[src/rtl/slot_allocator.sv]
// Free-slot allocator: occupancy bitmap with one grant and one release per cycle.
// Selection is lowest-free-first (MODE 0) or round-robin from the last grant (MODE 1).
module slot_allocator #(
    parameter int NUM_SLOTS = 32,
    parameter int MODE      = 0,
    localparam int IDX_W    = $clog2(NUM_SLOTS),
    localparam int CNT_W    = $clog2(NUM_SLOTS + 1)
) (
    input  logic             clk,
    input  logic             rst,
    input  logic             alloc_req,
    output logic             alloc_gnt,
    output logic             alloc_fail,
    output logic [IDX_W-1:0] alloc_idx,
    input  logic             rel_vld,
    input  logic [IDX_W-1:0] rel_idx,
    output logic             rel_err,
    output logic [CNT_W-1:0] free_cnt,
    output logic             full,
    output logic             empty
);

    // Bit set = slot occupied.
    logic [NUM_SLOTS-1:0] bitmap_q, bitmap_d;
    logic [CNT_W-1:0]     free_cnt_q, free_cnt_d;
    logic [IDX_W-1:0]     rr_ptr_q, rr_ptr_d;
    logic [IDX_W-1:0]     alloc_idx_q, alloc_idx_d;
    logic                 full_q, full_d;
    logic                 empty_q, empty_d;
    logic                 alloc_gnt_q, alloc_gnt_d;
    logic                 alloc_fail_q, alloc_fail_d;
    logic                 rel_err_q, rel_err_d;

    logic                 found;
    logic [IDX_W-1:0]     found_idx;
    logic                 rel_in_range;
    logic                 rel_ok;
    logic                 grant;

    // Search always looks at the pre-edge bitmap, so a slot released this
    // cycle cannot be handed out in the same cycle.
    always_comb begin
        found     = 1'b0;
        found_idx = '0;
        for (int i = 0; i < NUM_SLOTS; i++) begin
            int cand;
            cand = (MODE == 1) ? int'(rr_ptr_q) + i : i;
            if (cand >= NUM_SLOTS) begin
                cand = cand - NUM_SLOTS;
            end
            if (!found && !bitmap_q[IDX_W'(cand)]) begin
                found     = 1'b1;
                found_idx = IDX_W'(cand);
            end
        end
    end

    generate
        if ((2 ** IDX_W) == NUM_SLOTS) begin : g_pow2
            assign rel_in_range = 1'b1;
        end else begin : g_npow2
            assign rel_in_range = (int'(rel_idx) < NUM_SLOTS);
        end
    endgenerate

    assign rel_ok = rel_vld && rel_in_range && bitmap_q[rel_idx];
    assign grant  = alloc_req && found;

    always_comb begin
        bitmap_d     = bitmap_q;
        free_cnt_d   = free_cnt_q;
        rr_ptr_d     = rr_ptr_q;
        alloc_idx_d  = alloc_idx_q;
        alloc_gnt_d  = grant;
        alloc_fail_d = alloc_req && !found;
        rel_err_d    = rel_vld && !rel_ok;

        if (grant) begin
            bitmap_d[found_idx] = 1'b1;
            alloc_idx_d         = found_idx;
            rr_ptr_d            = (found_idx == IDX_W'(NUM_SLOTS - 1)) ? '0
                                                                       : found_idx + IDX_W'(1);
        end
        // A valid release targets an occupied slot and a grant a free one, so
        // the two updates never touch the same bit.
        if (rel_ok) begin
            bitmap_d[rel_idx] = 1'b0;
        end

        case ({grant, rel_ok})
            2'b10:   free_cnt_d = free_cnt_q - CNT_W'(1);
            2'b01:   free_cnt_d = free_cnt_q + CNT_W'(1);
            default: free_cnt_d = free_cnt_q;
        endcase

        full_d  = (free_cnt_d == '0);
        empty_d = (free_cnt_d == CNT_W'(NUM_SLOTS));
    end

    always_ff @(posedge clk or posedge rst) begin
        if (rst) begin
            bitmap_q     <= '0;
            free_cnt_q   <= CNT_W'(NUM_SLOTS);
            rr_ptr_q     <= '0;
            alloc_idx_q  <= '0;
            full_q       <= 1'b0;
            empty_q      <= 1'b1;
            alloc_gnt_q  <= 1'b0;
            alloc_fail_q <= 1'b0;
            rel_err_q    <= 1'b0;
        end else begin
            bitmap_q     <= bitmap_d;
            free_cnt_q   <= free_cnt_d;
            rr_ptr_q     <= rr_ptr_d;
            alloc_idx_q  <= alloc_idx_d;
            full_q       <= full_d;
            empty_q      <= empty_d;
            alloc_gnt_q  <= alloc_gnt_d;
            alloc_fail_q <= alloc_fail_d;
            rel_err_q    <= rel_err_d;
        end
    end

    assign alloc_gnt  = alloc_gnt_q;
    assign alloc_fail = alloc_fail_q;
    assign alloc_idx  = alloc_idx_q;
    assign rel_err    = rel_err_q;
    assign free_cnt   = free_cnt_q;
    assign full       = full_q;
    assign empty      = empty_q;

endmodule

[config.mk]
export PLATFORM = sky130hd
export DESIGN_NAME = slot_allocator
export DESIGN_NICKNAME = d
export VERILOG_FILES = /design/src/rtl/slot_allocator.sv
export SDC_FILE = /design/constraint.sdc
export NUM_CORES = 1
export LEC_CHECK = 0
export CAP_MARGIN = 20
export CORE_ASPECT_RATIO = 2
export CORE_UTILIZATION = 40
export CTS_BUF_LIST = sky130_fd_sc_hd__clkbuf_8 sky130_fd_sc_hd__clkbuf_16
export DETAILED_ROUTE_END_ITERATION = 6
export SLEW_MARGIN = 15
export SYNTH_ARGS = -nofsm -noshare
export SYNTH_HDL_FRONTEND = slang
export SYNTH_SLANG_ARGS = --single-unit
export TNS_END_PERCENT = 100
[constraint.sdc]
create_clock -name clk -period 3.1 [get_ports clk]
set_input_delay 0.465 -clock clk [delete_from_list [all_inputs] [get_ports clk]]
set_output_delay 0.465 -clock clk [all_outputs]
set_load 0.02 [all_outputs]
; ---- Word-level counts from Yosys, hierarchy flattened
; Cells that the tools add are included.
[classes]
addsub = 2
n_mul = 0
div = 0
magnitude_cmp = 4
eq_ne = 3
n_shift = 0
n_mux = 40
n_bitwise = 3
n_reduce_logical = 53
[op_table]
columns = op, n
row1 = two-way mux 5 bit, 14
row2 = two-way mux 32 bit, 2
row3 = bitwise AND 32 bit, 1
row4 = NOT 32 bit, 1
row5 = bitwise OR 32 bit, 1
row6 = zero test 1 bit, 31
row7 = logical AND 1 bit, 21
row8 = two-way mux 1 bit, 20
row9 = "< comparator 5 x 6 -> 1 bit, second input constant", 2
row10 = case mux 6 bit (2 select lines), 1
row11 = demux 1 bit (select 5 bit), 2
row12 = ">= comparator 5 x 1 -> 1 bit, second input constant", 2
row13 = "adder 6 x 1 -> 6 bit, second input constant", 1
row14 = "== test 6 bit, second input constant", 1
row15 = zero test 6 bit, 1
row16 = "subtractor 6 x 1 -> 6 bit, second input constant", 1
row17 = binary-select mux 1 bit (select 5 bit), 1
row18 = "== test 2 x 1 -> 1 bit, second input constant", 1
row19 = "== test 2 bit, second input constant", 1
[totals]
reg_bits = 48
latchBits = 0
ramBits = 0
mem_bits_ro = 0
in_bits = 9
out_inout_bits = 16
elab_cells = 113
mem_count = 0

; ---- Logic depth before layout (Yosys ltp)
[depth]
ltp_word = 53
mapped_depth = 16
ltp_nobuf = 15

; ---- Worst setup path before layout
; Ideal clock, no wire load.
[synth_timing]
path_kind = in2reg
startpoint = in rel_idx[0]
endpoint = reg empty_q, in the netlist empty
setup_ps = 69
arrival_ps = 3541
t_required_ps = 3031
setup_slack_ps = -509
path_stages = 16
n_path_buf = 1
cell_sequence = buf_6 > mux4_2 > mux2_2 > nand2_1 > o21ai_1 > a211oi_2 > nor2b_1 > ha_1 > inv_1 > ha_1 > nor2b_1 > o21a_1 > nor3_1 > o31ai_1 > or4_1 > nor2b_1
[synth_between]
elab_chain_len = 6
word_cells_on_any_way = 7
cone_classes = eq/ne (3) / mux (3) / reduce/logical (1)
[synth_lines]
columns = item, line_no
row1 = start: declaration, 16  ; input logic [IDX_W-1:0] rel_idx,
row2 = binary-select mux 1 bit (select 5 bit) (*), 66  ; assign rel_ok = rel_vld && rel_in_range && bitmap_q[rel_idx];
row3 = two-way mux 1 bit (not written as such) (*), 66
row4 = logical AND 1 bit (*), 66
row5 = via rel_ok, 37  ; logic rel_ok;
row6 = == test 2 x 1 -> 1 bit or == test 2 bit (tied branches), 90  ; case ({grant, rel_ok})
row7 = case mux 6 bit (2 select lines) (*), 90
row8 = via free_cnt_d[4], 25  ; logic [CNT_W-1:0] free_cnt_q, free_cnt_d;
row9 = == test 6 bit (*), 97  ; empty_d = (free_cnt_d == CNT_W'(NUM_SLOTS));
row10 = via empty_d, 29  ; logic empty_q, empty_d;
row11 = end signal: assignment, 117  ; empty_q <= empty_d;
row12 = end: declaration, 29
; The timed path passes the listed nets; every way through them passes the cells marked *. The select of a mux whose other input is x is not followed.
; A chain may end at the register's enable or synchronous reset.

; ---- Worst setup path in the final report
[layout_timing]
startpoint = reg bitmap_q[30]
endpoint = reg empty_q, in the netlist empty
[layout_between]
elab_chain_len = 6
word_cells_on_any_way = 7
cone_classes = eq/ne (3) / mux (3) / reduce/logical (1)
[layout_lines]
columns = item, line_no
row1 = start: declaration, 24  ; logic [NUM_SLOTS-1:0] bitmap_q, bitmap_d;
row2 = start signal: assignment, 112  ; bitmap_q <= bitmap_d;
row3 = binary-select mux 1 bit (select 5 bit) (*), 66
row4 = two-way mux 1 bit (not written as such) (*), 66
row5 = logical AND 1 bit (*), 66
row6 = via rel_ok, 37
row7 = == test 2 x 1 -> 1 bit or == test 2 bit (tied branches), 90
row8 = case mux 6 bit (2 select lines) (*), 90
row9 = via free_cnt_d[4], 25
row10 = == test 6 bit (*), 97
row11 = via empty_d, 29
; Marks and branches as above.

==> metrics <==
status finished, violations left; violated checks negative setup slack; number of buffers on the longest clock path 2; final worst clock skew roughly 4.9 ps; number of instances in the placed design between 400 and 500; 1st-pass router iterations 4; count of final max-slew check failures 0; Pwr Total 3.108 mW; Wirelength per Cell around 17 um; share of flip-flops with an asynchronous set or reset 1.000; clock tree from TritonCTS yes; growth of design area from synthesis to finish 41.49%; Placeable Area 6259 sq um; post-synthesis average cell area 10.01 sq um; placement row count 41; antenna cell count 0; share of total power in the clock network 0.224; Final HPWL DP around 5600 um; final cell utilization of the core 0.5816; top cells by count, synth sky130_fd_sc_hd__dfrtp_1 (45), sky130_fd_sc_hd__nand2_1 (28), sky130_fd_sc_hd__nor2_1 (24), sky130_fd_sc_hd__a21oi_1 (22), sky130_fd_sc_hd__a21boi_0 (17); count leader, synth sky130_fd_sc_hd__dfrtp_1; Worst Tran Pin Value around 770 ps; Crit path top cell by count sky130_fd_sc_hd__nor2b_1; reg2reg setup slack -330 ps; Yosys top cell area share 0.4377; post-DR vias/cell 5.519; final estimated routing congestion in global placement 0.8911; Final min period 3430 ps; crit path cell chain mux4_2, o211ai_1, o31ai_2, a211oi_2, nor2b_1, ha_2, fa_2, nor2b_1, o21a_1, o21a_1, o31ai_2, or4_4, nor2b_1; CTS clock-pin slew for the worst setup and hold paths about 70 ps; clock latency at the later pin of the worst-skew pair between 200 and 300 ps; maximum number of pins on one net before global-route repair 33; number of library cell types mapped by synthesis 48; Worst Path Arrival 3650 ps; Congestion Overflow GR 0; via count of the first global-routing pass about 2400; number of H-tree branching levels 2; path type of the worst min-delay path input port to async pin; worst stage delay on the critical path 500 ps; IR drop worst, VDD 0.0006192 V; category of the worst setup path capture point flip-flop; floorplan die height ~120 um; number of buffers inserted by port buffering 23; standard cell with the maximum stage delay on the critical path sky130_fd_sc_hd__or4_4; Critical Setup Path Class flip-flop to flip-flop; die boundary width about 59 um; Leakage Power around 1.6 nW; power share of the sequential group 0.278; top-level port count 25; share of power burned in combinational logic 0.498; max capacitance violation total 0; Routed Wire Length around 7300 um; post-route cell area 3640 sq um; sw frac 0.3674; WP data required about 3300 ps; global-route wire length before repair about 12000 um; CTS Buf Count 5; maximum net fanout on the critical path 3; total power per unit cell area 853.9 nW/um^2; sort of element at the start of the critical path flip-flop; Period Utilization, post-route 1.106; Worst path top cell family by delay compound AO/OA/AOI/OAI gates; ratio of cells with drive above 1 in the final layout 0.3018; Net Sw Power 1.142 mW; number of warnings issued by yosys 0; clock sink count 47; number of vias in the routed layout between 2000 and 2500; RSZ-0062 raised after global routing true; fin cells approximately 420; cells on worst reg2reg path 13; Cell Area, Synth 2572 sq um; worst r2r dst empty; number of setup violations in the final report 3; worst slack, placed -1108 ps; flip-flop and latch count after synthesis 47; residual DRC count 0; hold violation total from the final report 0; cell count after synthesis 257; cell-internal power 1.966 mW; root buffer selected by CTS sky130_fd_sc_hd__clkbuf_16; GRT Util Overall 0.2465; number of antenna violations at the first check in global routing 0; overall die area just under 7000 sq um; number of nets in the finished design approximately 350; placement-stage cell area between 3000 and 4000 sq um; Starting Density 0.4110; most common flop cell mapped by yosys sky130_fd_sc_hd__dfrtp_1; Reg-to-Reg Start bitmap_q[30]; net count after synthesis ~270; dominant cells by area after synthesis sky130_fd_sc_hd__dfrtp_1 (44%), sky130_fd_sc_hd__a21boi_0 (5.0%), sky130_fd_sc_hd__a21oi_1 (4.3%); buffer and inverter count on the worst path 0; count of nets left with antenna violations after detail routing 0; final critical-path setup slack -330.0 ps; fraction of the yosys area taken by sequential cells 0.4582; most area-hungry cell type in the Yosys netlist sky130_fd_sc_hd__dfrtp_1; Max Clk Rate 291.5 MHz; Slew headroom 0.4819; DRC marker count from the first detailed-route iteration 100; count of flip-flops with a built-in enable after synthesis 0
-- layout by cell type (no fill, tap or decap), types with 4 or more instances in the layout --
master / n
sky130_fd_sc_hd__dfrtp_1: 45
sky130_fd_sc_hd__clkdlybuf4s50_1: 19
sky130_fd_sc_hd__buf_6: 7
sky130_fd_sc_hd__a21boi_0: 17
sky130_fd_sc_hd__nand2_1: 26
sky130_fd_sc_hd__nor3_1: 5
sky130_fd_sc_hd__inv_1: 5
sky130_fd_sc_hd__nor2_1: 23
sky130_fd_sc_hd__buf_4: 52
sky130_fd_sc_hd__nor2b_1: 7
sky130_fd_sc_hd__a21oi_1: 19
sky130_fd_sc_hd__clkbuf_16: 5
sky130_fd_sc_hd__and3_1: 4
sky130_fd_sc_hd__nand2b_1: 4
sky130_fd_sc_hd__and2_1: 4
sky130_fd_sc_hd__mux2i_1: 5
sky130_fd_sc_hd__a31oi_1: 13
sky130_fd_sc_hd__mux4_2: 5
-- registers in the layout (all words and copies together), names as in the netlist --
register and cells:
alloc_fail 1, alloc_gnt 1, alloc_idx 4, bitmap_q 32, empty 1, free_cnt 6
full 1, rel_err 1
-- final cells by class --
type | instances | area, sq um
fill | 565 | 2619
multi-input combinational | 194 | 1426
sequential | 47 | 1179
timing repair buffer | 82 | 705.7
clock buffer | 5 | 125.1
tap | 86 | 107.6
clock inverter | 3 | 67.56
inverter | 7 | 28.78
-- kinds of logic after synthesis --
logic type | synth area share
simple gates | 0.1766
xor+xnor | 0.01362
mux | 0.09533
other cells | 0.001458
fa+ha+maj | 0.03210
buf+inv | 0.03064
compound gates | 0.1921
flops | 0.4582
-- what timing repair did --
item	CTS	global route
hold endpoints to repair	0	0
buffers inserted	6	2
gates resized for setup	37	5
setup endpoints to repair	7	3
pin swaps	20	10
hold buffers	0	0
-- per-layer routing --
metal / track usage / up-vias / wire (um) / share of wire
met4: 0.1683 / 0 / 480 / 0.066
met2: 0.4467 / 75 / 4158 / 0.57
met3: 0.04241 / 36 / 231 / 0.032
met5: 0 / - / 0 / 0
li1: - / 1087 / - / -
met1: 0.2480 / 1142 / 2448 / 0.33
-- worst register-to-register path, stage by stage (launching register included) --
cell and delay (ps):
sky130_fd_sc_hd__dfrtp_1 380, sky130_fd_sc_hd__mux4_2 480, sky130_fd_sc_hd__o211ai_1 330, sky130_fd_sc_hd__o31ai_2 120
sky130_fd_sc_hd__a211oi_2 270, sky130_fd_sc_hd__nor2b_1 90, sky130_fd_sc_hd__ha_2 230, sky130_fd_sc_hd__fa_2 360
sky130_fd_sc_hd__nor2b_1 120, sky130_fd_sc_hd__o21a_1 150, sky130_fd_sc_hd__o21a_1 130, sky130_fd_sc_hd__o31ai_2 60
sky130_fd_sc_hd__or4_4 500, sky130_fd_sc_hd__nor2b_1 130
-- power by group through the flow --
stage,combinational (mW),sequential [mW],clock (mW)
final,1.55,0.864,0.697
after global routing,1.68,0.880,0.733
after CTS,1.52,0.860,0.713
after detailed placement,1.38,0.860,0
after global placement,1.36,0.860,0
after floorplan,0.668,0.956,0
-- worst max-delay path by stage --
stage	startpoint	to	depth (start not counted)
after detailed placement	rel_idx[0]	empty	18
final	bitmap_q[30]	empty	13
after global placement	rel_idx[0]	empty	18
after CTS	bitmap_q[11]	empty	14
after floorplan	rel_idx[0]	empty	16
after global routing	bitmap_q[30]	empty	13
-- per-stage QoR --
step	TNS [ps]	hold WS (ps)
after floorplan	-702.6	501.4
after global placement	-5053	459.5
after detailed placement	-5383	468.7
after CTS	-842.6	467.5
after global routing	-1064	514.2
final	-832.3	462.7
Note: power is estimated with default switching activity, not from simulation.
